--- src/rtl/fp_div_pkg.sv ---
// rtl/fp_div_pkg.sv - FP32 field constants, flag indices and sequencer state encoding.
package fp_div_pkg;

  localparam int SIGN_BIT = 31;
  localparam int EXP_MSB  = 30;
  localparam int EXP_LSB  = 23;
  localparam int MAN_W    = 23;

  localparam logic [31:0] QNAN    = 32'h7FC00000;
  localparam logic [31:0] POS_INF = 32'h7F800000;

  localparam int FLG_INV = 0;
  localparam int FLG_DBZ = 1;
  localparam int FLG_OVF = 2;
  localparam int FLG_UNF = 3;

  typedef enum logic [1:0] {
    IDLE = 2'd0,
    WAIT = 2'd1,
    DONE = 2'd2
  } state_t;

endpackage

--- src/rtl/fp32_classify.sv ---
// rtl/fp32_classify.sv - combinational IEEE-754 single-precision operand classifier.
module fp32_classify
  import fp_div_pkg::*;
(
  input  logic [31:0] op,
  output logic        is_zero,
  output logic        is_inf,
  output logic        is_nan,
  output logic        is_denorm
);

  logic [EXP_MSB-EXP_LSB:0] expo;
  logic [MAN_W-1:0]         man;

  assign expo = op[EXP_MSB:EXP_LSB];
  assign man  = op[MAN_W-1:0];

  assign is_zero   = (expo == '0) && (man == '0);
  assign is_denorm = (expo == '0) && (man != '0);
  assign is_inf    = (expo == '1) && (man == '0);
  assign is_nan    = (expo == '1) && (man != '0);

endmodule

--- src/rtl/fp_div_sequencer.sv ---
// rtl/fp_div_sequencer.sv - multicycle controller in front of a combinational FP32 divider.
// FP_DIV_STICKY_FLAGS_EN adds flags_clr / sticky_flags accumulation.
module fp_div_sequencer
  import fp_div_pkg::*;
#(
  parameter int DIV_CYCLES = 4,
  parameter int CNT_W      = 3
) (
  input  logic        clk,
  input  logic        rst,
  input  logic        in_valid,
  output logic        in_ready,
  input  logic [31:0] in_a,
  input  logic [31:0] in_b,
  output logic [31:0] div_a,
  output logic [31:0] div_b,
  input  logic [31:0] div_result,
  output logic        out_valid,
  input  logic        out_ready,
  output logic [31:0] out_result,
  output logic [3:0]  out_flags
`ifdef FP_DIV_STICKY_FLAGS_EN
  ,
  input  logic        flags_clr,
  output logic [3:0]  sticky_flags
`endif
);

  state_t           state, state_next;
  logic [CNT_W-1:0] cnt, cnt_next;
  logic             accept;

  logic a_zero, a_inf, a_nan, a_den;
  logic b_zero, b_inf, b_nan, b_den;
  logic a_z, b_z, sign;
  logic        is_special;
  logic [31:0] sp_result;
  logic [3:0]  sp_flags;
  logic [3:0]  norm_flags;

  fp32_classify u_class_a (.op(in_a), .is_zero(a_zero), .is_inf(a_inf), .is_nan(a_nan), .is_denorm(a_den));
  fp32_classify u_class_b (.op(in_b), .is_zero(b_zero), .is_inf(b_inf), .is_nan(b_nan), .is_denorm(b_den));

  // Denormals are flushed to signed zero before deciding the special case.
  assign a_z  = a_zero | a_den;
  assign b_z  = b_zero | b_den;
  assign sign = in_a[SIGN_BIT] ^ in_b[SIGN_BIT];

  assign in_ready  = (state == IDLE);
  assign out_valid = (state == DONE);
  assign accept    = in_valid && in_ready;

  always_comb begin
    is_special = 1'b1;
    sp_result  = '0;
    sp_flags   = '0;
    if (a_nan || b_nan || (a_z && b_z) || (a_inf && b_inf)) begin
      sp_result         = QNAN;
      sp_flags[FLG_INV] = 1'b1;
    end else if (a_inf) begin
      sp_result = {sign, POS_INF[30:0]};
    end else if (b_z) begin
      sp_result         = {sign, POS_INF[30:0]};
      sp_flags[FLG_DBZ] = 1'b1;
    end else if (b_inf || a_z) begin
      sp_result = {sign, 31'b0};
    end else begin
      is_special = 1'b0;
    end
  end

  always_comb begin
    norm_flags          = '0;
    norm_flags[FLG_OVF] = (div_result[EXP_MSB:EXP_LSB] == '1);
    norm_flags[FLG_UNF] = (div_result[EXP_MSB:EXP_LSB] == '0) && (div_result[30:0] != '0);
  end

  always_comb begin
    state_next = state;
    cnt_next   = cnt;
    case (state)
      IDLE: begin
        if (accept) begin
          state_next = is_special ? DONE : WAIT;
          cnt_next   = CNT_W'(DIV_CYCLES - 1);
        end
      end
      WAIT: begin
        if (cnt == '0) state_next = DONE;
        else           cnt_next   = cnt - 1'b1;
      end
      DONE: begin
        if (out_ready) state_next = IDLE;
      end
      default: state_next = IDLE;
    endcase
  end

  always_ff @(posedge clk) begin
    if (rst) begin
      state <= IDLE;
      cnt   <= '0;
    end else begin
      state <= state_next;
      cnt   <= cnt_next;
    end
  end

  always_ff @(posedge clk) begin
    if (rst) begin
      div_a      <= '0;
      div_b      <= '0;
      out_result <= '0;
      out_flags  <= '0;
    end else if (accept) begin
      div_a <= in_a;
      div_b <= in_b;
      if (is_special) begin
        out_result <= sp_result;
        out_flags  <= sp_flags;
      end
    end else if (state == WAIT && cnt == '0) begin
      out_result <= div_result;
      out_flags  <= norm_flags;
    end
  end

`ifdef FP_DIV_STICKY_FLAGS_EN
  // A clear coinciding with a handshake also drops that handshake's flags.
  always_ff @(posedge clk) begin
    if (rst || flags_clr)          sticky_flags <= '0;
    else if (out_valid && out_ready) sticky_flags <= sticky_flags | out_flags;
  end
`endif

endmodule

--- config.mk ---
export PLATFORM = sky130hd
export DESIGN_NAME = fp_div_sequencer
export DESIGN_NICKNAME = d
export VERILOG_FILES = /design/src/rtl/fp_div_pkg.sv /design/src/rtl/fp32_classify.sv /design/src/rtl/fp_div_sequencer.sv
export SDC_FILE = /design/constraint.sdc
export NUM_CORES = 1
export LEC_CHECK = 0
export BUFFER_PORTS_ARGS = -buffer_cell sky130_fd_sc_hd__buf_2
export CORE_UTILIZATION = 49
export CTS_CLUSTER_DIAMETER = 200
export DETAILED_ROUTE_END_ITERATION = 12
export GPL_TIMING_DRIVEN = 0
export PLACE_DENSITY = 0.95
export SLEW_MARGIN = 20
export SYNTH_ARGS = -nofsm -noshare
export SYNTH_HDL_FRONTEND = slang
export SYNTH_SLANG_ARGS = --single-unit
--- constraint.sdc ---
create_clock -name clk -period 3.6 [get_ports clk]
set_clock_uncertainty 0.2 [all_clocks]
set_input_delay 0.72 -clock clk [delete_from_list [all_inputs] [get_ports clk]]
set_output_delay 0.72 -clock clk [all_outputs]
set_load 0.005 [all_outputs]
==> results of run 1 <==
layout make-up:
type	instances	area [um2]	area share [%]
Multi-Input combinational cell	342	1850	34.2
Buffer	32	149	2.75
Inverter	2	7.51	0.138
Sequential cell	105	2100	38.8
Timing Repair Buffer	201	1010	18.5
Clock inverter	4	28.8	0.531
Tap cell	105	131	2.42
Clock buffer	12	145	2.68
synthesized netlist by cell type (2+ instances only):
cell type	instances
nor3_1	17
clkbuf_1	18
nor2_1	9
a22o_1	22
nand2_1	143
buf_6	3
buf_1	6
dfxtp_1	105
nand3_1	4
and2_1	2
nand4_1	10
inv_1	2
a31oi_1	2
a21oi_1	70
nor4_2	4
ha_1	2
nor4_1	15
nor2b_1	2
a311oi_1	8
nor2_2	2
buf_2	5
o21ai_0	2
or4_1	2
registers in the layout, summed over array words and instances, names as in the netlist:
| register | cells |
|---|---|
| div_a | 32 |
| div_b | 32 |
| out_result | 32 |
| out_flags | 4 |
| cnt | 3 |
| state | 2 |
power groups by stage:
| stage | combinational [W] | sequential (W) | clock (W) |
|---|---|---|---|
| 2_1_floorplan | 0.000209 | 0.00131 | 0 |
| 4_1_cts | 0.000431 | 0.00128 | 0.000672 |
| 3_3_place_gp | 0.000410 | 0.00131 | 0 |
| 6_report | 0.000433 | 0.00128 | 0.000666 |
| 3_5_place_dp | 0.000429 | 0.00131 | 0 |
| 5_1_grt | 0.000479 | 0.00129 | 0.000722 |
per-layer routing:
metal | up-vias | GRT usage, %
met2 | 250 | 50.1
met4 | 0 | 13.6
li1 | 2126 | -
met3 | 28 | 7.80
met5 | - | 0
met1 | 2037 | 30.3
worst min path at each step:
stage                                   to  slack [ns]  cells past startpoint
CTS                  div_a[5]$_SDFFE_PP0P_        0.26                      2
global route         div_a[5]$_SDFFE_PP0P_        0.27                      2
global placement     div_a[5]$_SDFFE_PP0P_        0.24                      2
detailed placement   div_a[5]$_SDFFE_PP0P_        0.24                      2
finish              div_a[29]$_SDFFE_PP0P_        0.25                      2
floorplan              cnt[0]$_SDFFE_PP0P_        0.24                      1
cells by family after synthesis:
group,Yosys count,synth area share (%)
simple gates,221,25.1
buf+inv,34,3.80
flops,105,51.1
xor+xnor,2,0.426
fa+ha+maj,2,0.608
compound gates,117,18.9
tightest hold or removal path, delay by kind of cell (launching register included):
| family | cells | cell delay, ns |
|---|---|---|
| and+or+nand+nor | 1 | 0.05 |
| AOI/OAI and AO/OA | 1 | 0.05 |
| DFF | 1 | 0.32 |
metrics by stage:
step / utilization [%] / hold slack (ns) / power, W
finish: 66.3 / 0.254 / 0.00238
global route: 66.3 / 0.271 / 0.00249
CTS: 66.3 / 0.257 / 0.00239
detailed placement: 64.2 / 0.244 / 0.00174
global placement: 64.2 / 0.239 / 0.00171
floorplan: - / 0.243 / 0.00152
cell usage in the layout, fill, tap and decap left out, types with 9 or more instances in the layout:
| master | synthesis | layout |
|---|---|---|
| nor4_1 | 15 | 15 |
| clkbuf_1 | 18 | 20 |
| nand4_1 | 10 | 10 |
| dfxtp_1 | 105 | 105 |
| buf_2 | 5 | 206 |
| clkbuf_8 | 0 | 10 |
| nand2_1 | 143 | 143 |
| nor2_1 | 9 | 9 |
| a22o_1 | 22 | 22 |
| nor3_1 | 17 | 17 |
| a21oi_1 | 70 | 70 |
==> flow_metrics.env, run 1 <==
export IMPL_async_reset_ff_share_pct=0
export IMPL_rsz0062_at_grt="no"
export IMPL_path_class="reg2reg"
export IMPL_grtUsageTotal_pct=28.0
export IMPL_crit_buf_inv=2
export IMPL_end_kind="flop"
export IMPL_cts_made_buffers=9
export IMPL_synth_area_per_cell_um2=8.55
export IMPL_hold_path_class="reg2reg"
export IMPL_ff2ff_path_depth=7
export IMPL_viasPerCell=5.53
export IMPL_dp_hpwl_um=9760
export IMPL_peakVddDrop_mv=0.322
export IMPL_period_needed_ns=2.29
export IMPL_syn_inst=481
export IMPL_drv_slew=0
export IMPL_finalCritPeriodShare_pct=63.7
export IMPL_drt_wirelength_per_cell_um=15.6
export IMPL_route_met3_wl_um=1090
export IMPL_synth_edf_count=0
export IMPL_intPower_w=0.00170
export IMPL_power_density_nw_per_um2=439
export IMPL_vias=4441
export IMPL_yosysUniqueCellTypes=49
export IMPL_drv_cap=0
export IMPL_ys_seq_area_share_pct=51.1
export IMPL_synth_area_leaders="dfxtp_1 (51%), nand2_1 (13%), a21oi_1 (8.5%)"
export IMPL_ys_ff_latch=105
export IMPL_postRouteAntennaNets=0
export IMPL_cts_setup_buffers=0
export IMPL_path_depth=7
export IMPL_dp_cells=787
export IMPL_clock_sinks=105
export IMPL_p_leak_nw=2.46
export IMPL_drt_iter0_drc=164
export IMPL_start_util_pct=50.3
export IMPL_io_buffers=201
export IMPL_boundaryPins=202
export IMPL_yosys_warnings=0
export IMPL_wl_met2_um=6190
export IMPL_clk_pin_slew_ns=0.09
export IMPL_syn_area_um2=4110
export IMPL_r2r_setup_slack_ns=1.31
export IMPL_insertion_delay_ns=0.36
export IMPL_p_comb_share_pct=18.2
export IMPL_drtPass1Iterations=5
export IMPL_path_max_fanout=10
export IMPL_fp_dieW_um=93.6
export IMPL_grt_pass1_wl_um=19000
export IMPL_place_ws_ns=1.02
export IMPL_diodes=0
export IMPL_setup_slack_ns=1.31
export IMPL_worstReg2RegStart="cnt[0]$_SDFFE_PP0P_"
export IMPL_remaining_drc_errors=0
export IMPL_pwr_share_clk_pct=27.9
export IMPL_grt_pass1_vias=4191
export IMPL_overflow=0
export IMPL_wl_met1_um=4880
export IMPL_place_gp_congestion=0.821
export IMPL_n_fill_cell=700
export IMPL_finish_net_count=795
export IMPL_final_hold_violation_count=0
export IMPL_worstHoldStart="div_a[29]$_SDFFE_PP0P_"
export IMPL_area_growth_pct=31.9
export IMPL_cp_start_kind="flop"
export IMPL_tightest_slew_ns=0.646
export IMPL_fp_row_count=33
export IMPL_switchingPower_w=0.000687
export IMPL_crit_family="simple AND/OR/NAND/NOR gates"
export IMPL_critPathSlowestCell="nor3_1"
export IMPL_cts_tree="built"
export IMPL_h_tree_depth=3
export IMPL_synthFlopType="dfxtp_1"
export IMPL_crit_end="out_result[6]$_SDFFE_PP0P_"
export IMPL_fin_cells=803
export IMPL_synth_area_leader_cell="dfxtp_1"
export IMPL_core_area_um2=8180
export IMPL_routed_wirelength_um=12500
export IMPL_seq_power_share_pct=53.9
export IMPL_maxUsedRoutingLayer="met4"
export IMPL_syn_num_nets=583
export IMPL_startpoint="cnt[0]$_SDFFE_PP0P_"
export IMPL_cts_hold_buf=0
export IMPL_antenna_found_initial=0
export IMPL_clk_path_buf_depth=2
export IMPL_status="completed"
export IMPL_finalSetupViolCount=0
export IMPL_grt_max_degree=17
export IMPL_die_y_um=93.6
export IMPL_slowest_delay_ns=0.46
export IMPL_finalSetupTns_ns=0
export IMPL_rr_endpoint="out_result[6]$_SDFFE_PP0P_"
export IMPL_cp_data_arrival_time_ns=2.40
export IMPL_required_ns=3.70
export IMPL_synth_top_cell_area_share_pct=51.1
export IMPL_die_area_um2=8760
export IMPL_p_sw_share_pct=28.8
export IMPL_relSlewSlack_pct=56.8
export IMPL_clock_root_buffer="clkbuf_8"
export IMPL_fmax_mhz=436
export IMPL_crit_chain="inv_1 -> ha_1 -> nor2b_1 -> nand3b_1 -> nor3_1 -> buf_2 -> a22o_1"
export IMPL_cts_resized=0
export IMPL_stdcell_area_um2=5420
export IMPL_place_area_um2=5250
export IMPL_drive_above_1_share_pct=34.0
Note: power is estimated with default switching activity, not from simulation.
==> run 2, diff against run 1 <==
--- a/config.mk
+++ b/config.mk
@@ -6,11 +6,11 @@
 export NUM_CORES = 1
 export LEC_CHECK = 0
 export BUFFER_PORTS_ARGS = -buffer_cell sky130_fd_sc_hd__buf_2
-export CORE_UTILIZATION = 49
+export CORE_UTILIZATION = 46
 export CTS_CLUSTER_DIAMETER = 200
 export DETAILED_ROUTE_END_ITERATION = 12
 export GPL_TIMING_DRIVEN = 0
-export PLACE_DENSITY = 0.95
+export PLACE_DENSITY = 0.91
 export SLEW_MARGIN = 20
 export SYNTH_ARGS = -nofsm -noshare
 export SYNTH_HDL_FRONTEND = slang
==> constraint.sdc (replaced) <==
create_clock -name clk -period 2.35 [get_ports clk]
set_clock_uncertainty 0.2 [all_clocks]
set_input_delay 0.47 -clock clk [delete_from_list [all_inputs] [get_ports clk]]
set_output_delay 0.47 -clock clk [all_outputs]
set_load 0.005 [all_outputs]
==> flow_metrics.env, run 2 (synthesis results as in run 1) <==
export IMPL_path_max_fanout=10
export IMPL_p_leak_nw=2.48
export IMPL_layout_commonest_cell="buf_2"
export IMPL_grt_pass1_vias=4016
export IMPL_drive_above_1_share_pct=34.7
export IMPL_grt_max_degree=19
export IMPL_rr_endpoint="div_a[8]$_SDFFE_PP0P_"
export IMPL_stdcell_area_um2=5450
export IMPL_area_growth_pct=32.6
export IMPL_insertion_delay_ns=0.36
export IMPL_clock_sinks=105
export IMPL_dp_hpwl_um=9590
export IMPL_relSlewSlack_pct=57.7
export IMPL_place_area_um2=5250
export IMPL_fp_dieW_um=96.6
export IMPL_end_kind="flop"
export IMPL_drv_slew=0
export IMPL_vias=4454
export IMPL_io_buffers=201
export IMPL_clk_path_buf_depth=2
export IMPL_h_tree_depth=3
export IMPL_clock_root_buffer="clkbuf_8"
export IMPL_ff2ff_path_depth=6
export IMPL_routed_wirelength_um=12400
export IMPL_finalSetupTns_ns=0
export IMPL_finalCritPeriodShare_pct=90.8
export IMPL_diodes=0
export IMPL_crit_end="div_a[8]$_SDFFE_PP0P_"
export IMPL_place_gp_congestion=0.877
export IMPL_drt_iter0_drc=185
export IMPL_peakVddDrop_mv=0.332
export IMPL_drv_cap=0
export IMPL_clk_pin_slew_ns=0.11
export IMPL_top_regs="div_a (32), div_b (32), out_result (32)"
export IMPL_cts_tree="built"
export IMPL_finish_net_count=797
export IMPL_postRouteAntennaNets=0
export IMPL_boundaryPins=202
export IMPL_period_needed_ns=2.13
export IMPL_rsz0062_at_grt="no"
export IMPL_layout_common_cells="buf_2 (206), nand2_1 (143), dfxtp_1 (105)"
export IMPL_r2r_setup_slack_ns=0.22
export IMPL_drt_wirelength_per_cell_um=15.3
export IMPL_fmax_mhz=469
export IMPL_grt_pass1_wl_um=18200
export IMPL_path_class="reg2reg"
export IMPL_status="completed"
export IMPL_fp_row_count=34
export IMPL_cp_start_kind="flop"
export IMPL_remaining_drc_errors=0
export IMPL_drtPass1Iterations=6
export IMPL_finalSetupViolCount=0
export IMPL_grtUsageTotal_pct=25.2
export IMPL_cp_data_arrival_time_ns=2.22
export IMPL_antenna_found_initial=0
export IMPL_worstReg2RegStart="state[0]$_SDFFE_PP0P_"
export IMPL_cts_hold_buf=0
export IMPL_die_area_um2=9320
export IMPL_viasPerCell=5.51
export IMPL_die_y_um=96.6
export IMPL_final_hold_violation_count=0
export IMPL_overflow=0
export IMPL_tightest_slew_ns=0.633
export IMPL_startpoint="state[0]$_SDFFE_PP0P_"
export IMPL_start_util_pct=47.4
export IMPL_required_ns=2.44
export IMPL_core_area_um2=8680
export IMPL_cts_made_buffers=9
export IMPL_hold_path_class="in2reg"
export IMPL_power_density_nw_per_um2=671
[run 2: timing repair]
action / 4_1_cts / 5_1_grt
gates resized for setup: 0 / 3
buffers inserted: 0 / 2
setup endpoints to repair: 0 / 22
[run 2: final cells by class]
type	count	area [um2]
clock buffers	9	124
fillers	767	3230
flip-flops and latches	105	2100
inverters	2	7.51
repair buffers	203	1020
plain buffers	32	150
clock inverters	7	52.6
multi-input cells	342	1860
well taps	108	135
[run 2: worst max-delay path: stages, from the launching register on]
cell and delay [ns]:
dfxtp_1 0.41, or3b_1 0.13, buf_2 0.18, clkbuf_1 0.45
clkbuf_1 0.41, nand2_1 0.12, a21oi_1 0.16
[run 2: stage by stage]
step	utilization (%)	power [W]	cells	setup WS, ns	hold slack [ns]
floorplan	-	0.00233	481	0.456	0.243
global placement	60.5	0.00263	790	0.0700	0.240
detailed placement	60.5	0.00266	790	0.0199	0.246
CTS	62.6	0.00367	806	0.00824	0.127
global route	62.8	0.00384	808	0.00798	0.127
finish	62.8	0.00366	808	0.216	0.137
[run 2: how the worst min path moves through the flow]
stage	startpoint	endpoint	slack (ns)	cells past startpoint
floorplan	cnt[0]$_SDFFE_PP0P_	cnt[0]$_SDFFE_PP0P_	0.24	1
global placement	div_a[17]$_SDFFE_PP0P_	div_a[17]$_SDFFE_PP0P_	0.24	2
CTS	div_result[4]	out_result[4]$_SDFFE_PP0P_	0.13	2
detailed placement	div_b[10]$_SDFFE_PP0P_	div_b[10]$_SDFFE_PP0P_	0.25	2
finish	div_result[4]	out_result[4]$_SDFFE_PP0P_	0.14	2
global route	div_result[6]	out_result[6]$_SDFFE_PP0P_	0.13	2
[run 2: per-layer routing]
metal | part of all wire [%] | track usage, % | vias up
li1 | - | - | 2132
met1 | 40 | 29.0 | 2099
met2 | 51 | 46.6 | 207
met3 | 7.5 | 4.69 | 16
met4 | 1.4 | 8.21 | 0
met5 | 0 | 0 | -
[run 2: power breakdown]
| group | internal (W) | total (W) | switching (W) | leakage (nW) |
|---|---|---|---|---|
| Clock | 0.000393 | 0.00102 | 0.000627 | 0.0900 |
| Sequential | 0.00190 | 0.00197 | 0.0000642 | 0.859 |
| Combinational | 0.000284 | 0.000669 | 0.000385 | 1.53 |
==> run 3, diff against run 2 <==
--- a/config.mk
+++ b/config.mk
@@ -14,4 +14,5 @@
 export SLEW_MARGIN = 20
 export SYNTH_ARGS = -nofsm -noshare
 export SYNTH_HDL_FRONTEND = slang
+export SYNTH_HIERARCHICAL = 1
 export SYNTH_SLANG_ARGS = --single-unit
==> flow_metrics.env, run 3 <==
export IMPL_peakVddDrop_mv=0.455
export IMPL_fp_row_count=34
export IMPL_place_area_um2=5290
export IMPL_drtPass1Iterations=4
export IMPL_drive_above_1_share_pct=37.3
export IMPL_r2r_setup_slack_ns=0.20
export IMPL_cts_hold_buf=0
export IMPL_place_ws_ns=-0.550
export IMPL_ys_top_cells_by_count="nand2_1 (143), dfxtp_1 (105), a21oi_1 (71)"
export IMPL_synth_area_per_cell_um2=8.56
export IMPL_pwr_share_clk_pct=28.5
export IMPL_start_util_pct=47.4
export IMPL_io_buffers=201
export IMPL_yosysUniqueCellTypes=43
export IMPL_syn_inst=480
export IMPL_seq_power_share_pct=52.4
export IMPL_final_hold_violation_count=0
export IMPL_drt_wirelength_per_cell_um=15.9
export IMPL_p_comb_share_pct=19.0
export IMPL_power_density_nw_per_um2=668
export IMPL_yosysMostFrequentCell="nand2_1"
export IMPL_place_gp_congestion=0.839
export IMPL_core_area_um2=8680
export IMPL_die_y_um=96.5
export IMPL_synth_top_cell_area_share_pct=51.1
export IMPL_final_core_util_pct=65.1
export IMPL_intPower_w=0.00267
export IMPL_synth_area_leaders="dfxtp_1 (51%), nand2_1 (13%), a21oi_1 (8.6%)"
export IMPL_relSlewSlack_pct=64.2
export IMPL_grt_pass1_vias=4008
export IMPL_cts_tree="built"
export IMPL_postRouteAntennaNets=0
export IMPL_clk_pin_slew_ns=0.10
export IMPL_status="finished, violations left"
export IMPL_required_ns=2.40
export IMPL_switchingPower_w=0.00110
export IMPL_end_kind="flop"
export IMPL_grt_pass1_wl_um=18700
export IMPL_clock_sinks=105
export IMPL_synthFlopType="dfxtp_1"
export IMPL_cts_made_buffers=9
export IMPL_fmax_mhz=425
export IMPL_drt_iter0_drc=268
export IMPL_path_class="in2reg"
export IMPL_syn_num_nets=582
export IMPL_path_max_fanout=5
export IMPL_dp_hpwl_um=9630
export IMPL_drv_cap=0
export IMPL_fp_dieW_um=96.5
export IMPL_viasPerCell=5.48
export IMPL_finalCritPeriodShare_pct=100
export IMPL_die_area_um2=9320
export IMPL_antenna_found_initial=0
export IMPL_diodes=0
export IMPL_finalPower_w=0.00377
export IMPL_layout_common_cells="buf_2 (212), nand2_1 (143), dfxtp_1 (105)"
export IMPL_violations="setup timing"
export IMPL_drv_slew=0
export IMPL_top_regs="div_a (32), div_b (32), out_result (32)"
export IMPL_overflow=0
export IMPL_setup_slack_ns=-0.00111
export IMPL_layout_commonest_cell="buf_2"
export IMPL_ys_seq_area_share_pct=51.1
export IMPL_finalSetupViolCount=1
export IMPL_clock_root_buffer="clkbuf_8"
export IMPL_async_reset_ff_share_pct=0
export IMPL_yosys_warnings=6
export IMPL_h_tree_depth=3
export IMPL_area_growth_pct=37.5
export IMPL_tightest_slew_ns=0.537
export IMPL_grt_max_degree=18
export IMPL_remaining_drc_errors=0
export IMPL_finalSetupTns_ns=-0.00111
export IMPL_n_fill_cell=727
export IMPL_ys_ff_latch=105
export IMPL_clk_path_buf_depth=2
export IMPL_synth_edf_count=0
export IMPL_cp_data_arrival_time_ns=2.40
export IMPL_boundaryPins=202
export IMPL_routed_wirelength_um=12900
export IMPL_synth_area_leader_cell="dfxtp_1"
export IMPL_finish_net_count=802
export IMPL_p_leak_nw=2.61
export IMPL_grtUsageTotal_pct=26.3
export IMPL_period_needed_ns=2.35
export IMPL_cp_start_kind="primary input"
export IMPL_vias=4455
export IMPL_hold_path_class="in2reg"
export IMPL_stdcell_area_um2=5650
export IMPL_insertion_delay_ns=0.35
export IMPL_syn_area_um2=4110
export IMPL_p_sw_share_pct=29.3
-- run 3: metrics by stage --
step,hold slack (ns),std cells
after floorplan,0.243,480
after global placement,0.232,789
after detailed placement,0.234,789
after CTS,0.127,807
after global routing,0.112,813
final,0.139,813
-- run 3: critical path, stage by stage --
cell and delay, ns:
buf_2 0.11, nor3_1 0.34, nand4_1 0.26, nor3_2 0.29
nor3_2 0.12, a31oi_4 0.23, nor3_4 0.08, buf_6 0.13
buf_4 0.14, a22o_1 0.22
-- run 3: cell families (layout without fill, tap and decap cells) --
| family | Yosys count | count (layout) | share of synthesized area, % |
|---|---|---|---|
| AND/OR/NAND/NOR | 215 | 215 | 25.1 |
| multiplexers | 1 | 1 | 0.274 |
| AO/OA/AOI/OAI | 113 | 113 | 17.9 |
| buffers and inverters | 42 | 267 | 4.54 |
| flip-flops | 105 | 105 | 51.1 |
| XOR/XNOR | 2 | 2 | 0.426 |
| adder cells (fa/ha/maj) | 2 | 2 | 0.609 |
-- run 3: final timing paths --
check,from,endpoint,depth (start not counted)
setup / recovery,in_b[13],out_result[8]$_SDFFE_PP0P_,10
hold reg to reg,div_b[25]$_SDFFE_PP0P_,div_b[25]$_SDFFE_PP0P_,2
setup reg to reg,cnt[0]$_SDFFE_PP0P_,out_result[19]$_SDFFE_PP0P_,7
hold / removal,div_result[6],out_result[6]$_SDFFE_PP0P_,2
-- run 3: repair_timing --
item	CTS	global route
gates resized for setup	0	21
setup buffers	2	4
pin swaps	1	7
setup endpoints to repair	27	37
cloned	0	2
-- run 3: power groups by stage --
stage,registers (W),logic [W],clock network (W)
floorplan,0.00203,0.000319,0
global placement,0.00201,0.000651,0
detailed placement,0.00202,0.000674,0
CTS,0.00198,0.000683,0.00109
global route,0.00199,0.000797,0.00117
finish,0.00198,0.000718,0.00108
-- run 3: area by class of cell --
class                           count  area, um2  area share, %
Tap cell                          108        135           2.39
Inverter                           11       41.3          0.731
Clock buffer                       11        151           2.68
Sequential cell                   105       2100           37.2
Timing Repair Buffer              209       1080           19.1
Clock inverter                      5       37.5          0.664
Multi-Input combinational cell    333       1960           34.7
Buffer                             31        145           2.57
-- run 3: routing by layer --
layer / vias up / wire (um) / global-route usage (%)
li1: 2118 / - / -
met2: 234 / 6320 / 44.6
met1: 2069 / 5050 / 31.5
met5: - / 0 / 0
met3: 34 / 1170 / 6.96
met4: 0 / 365 / 10.4
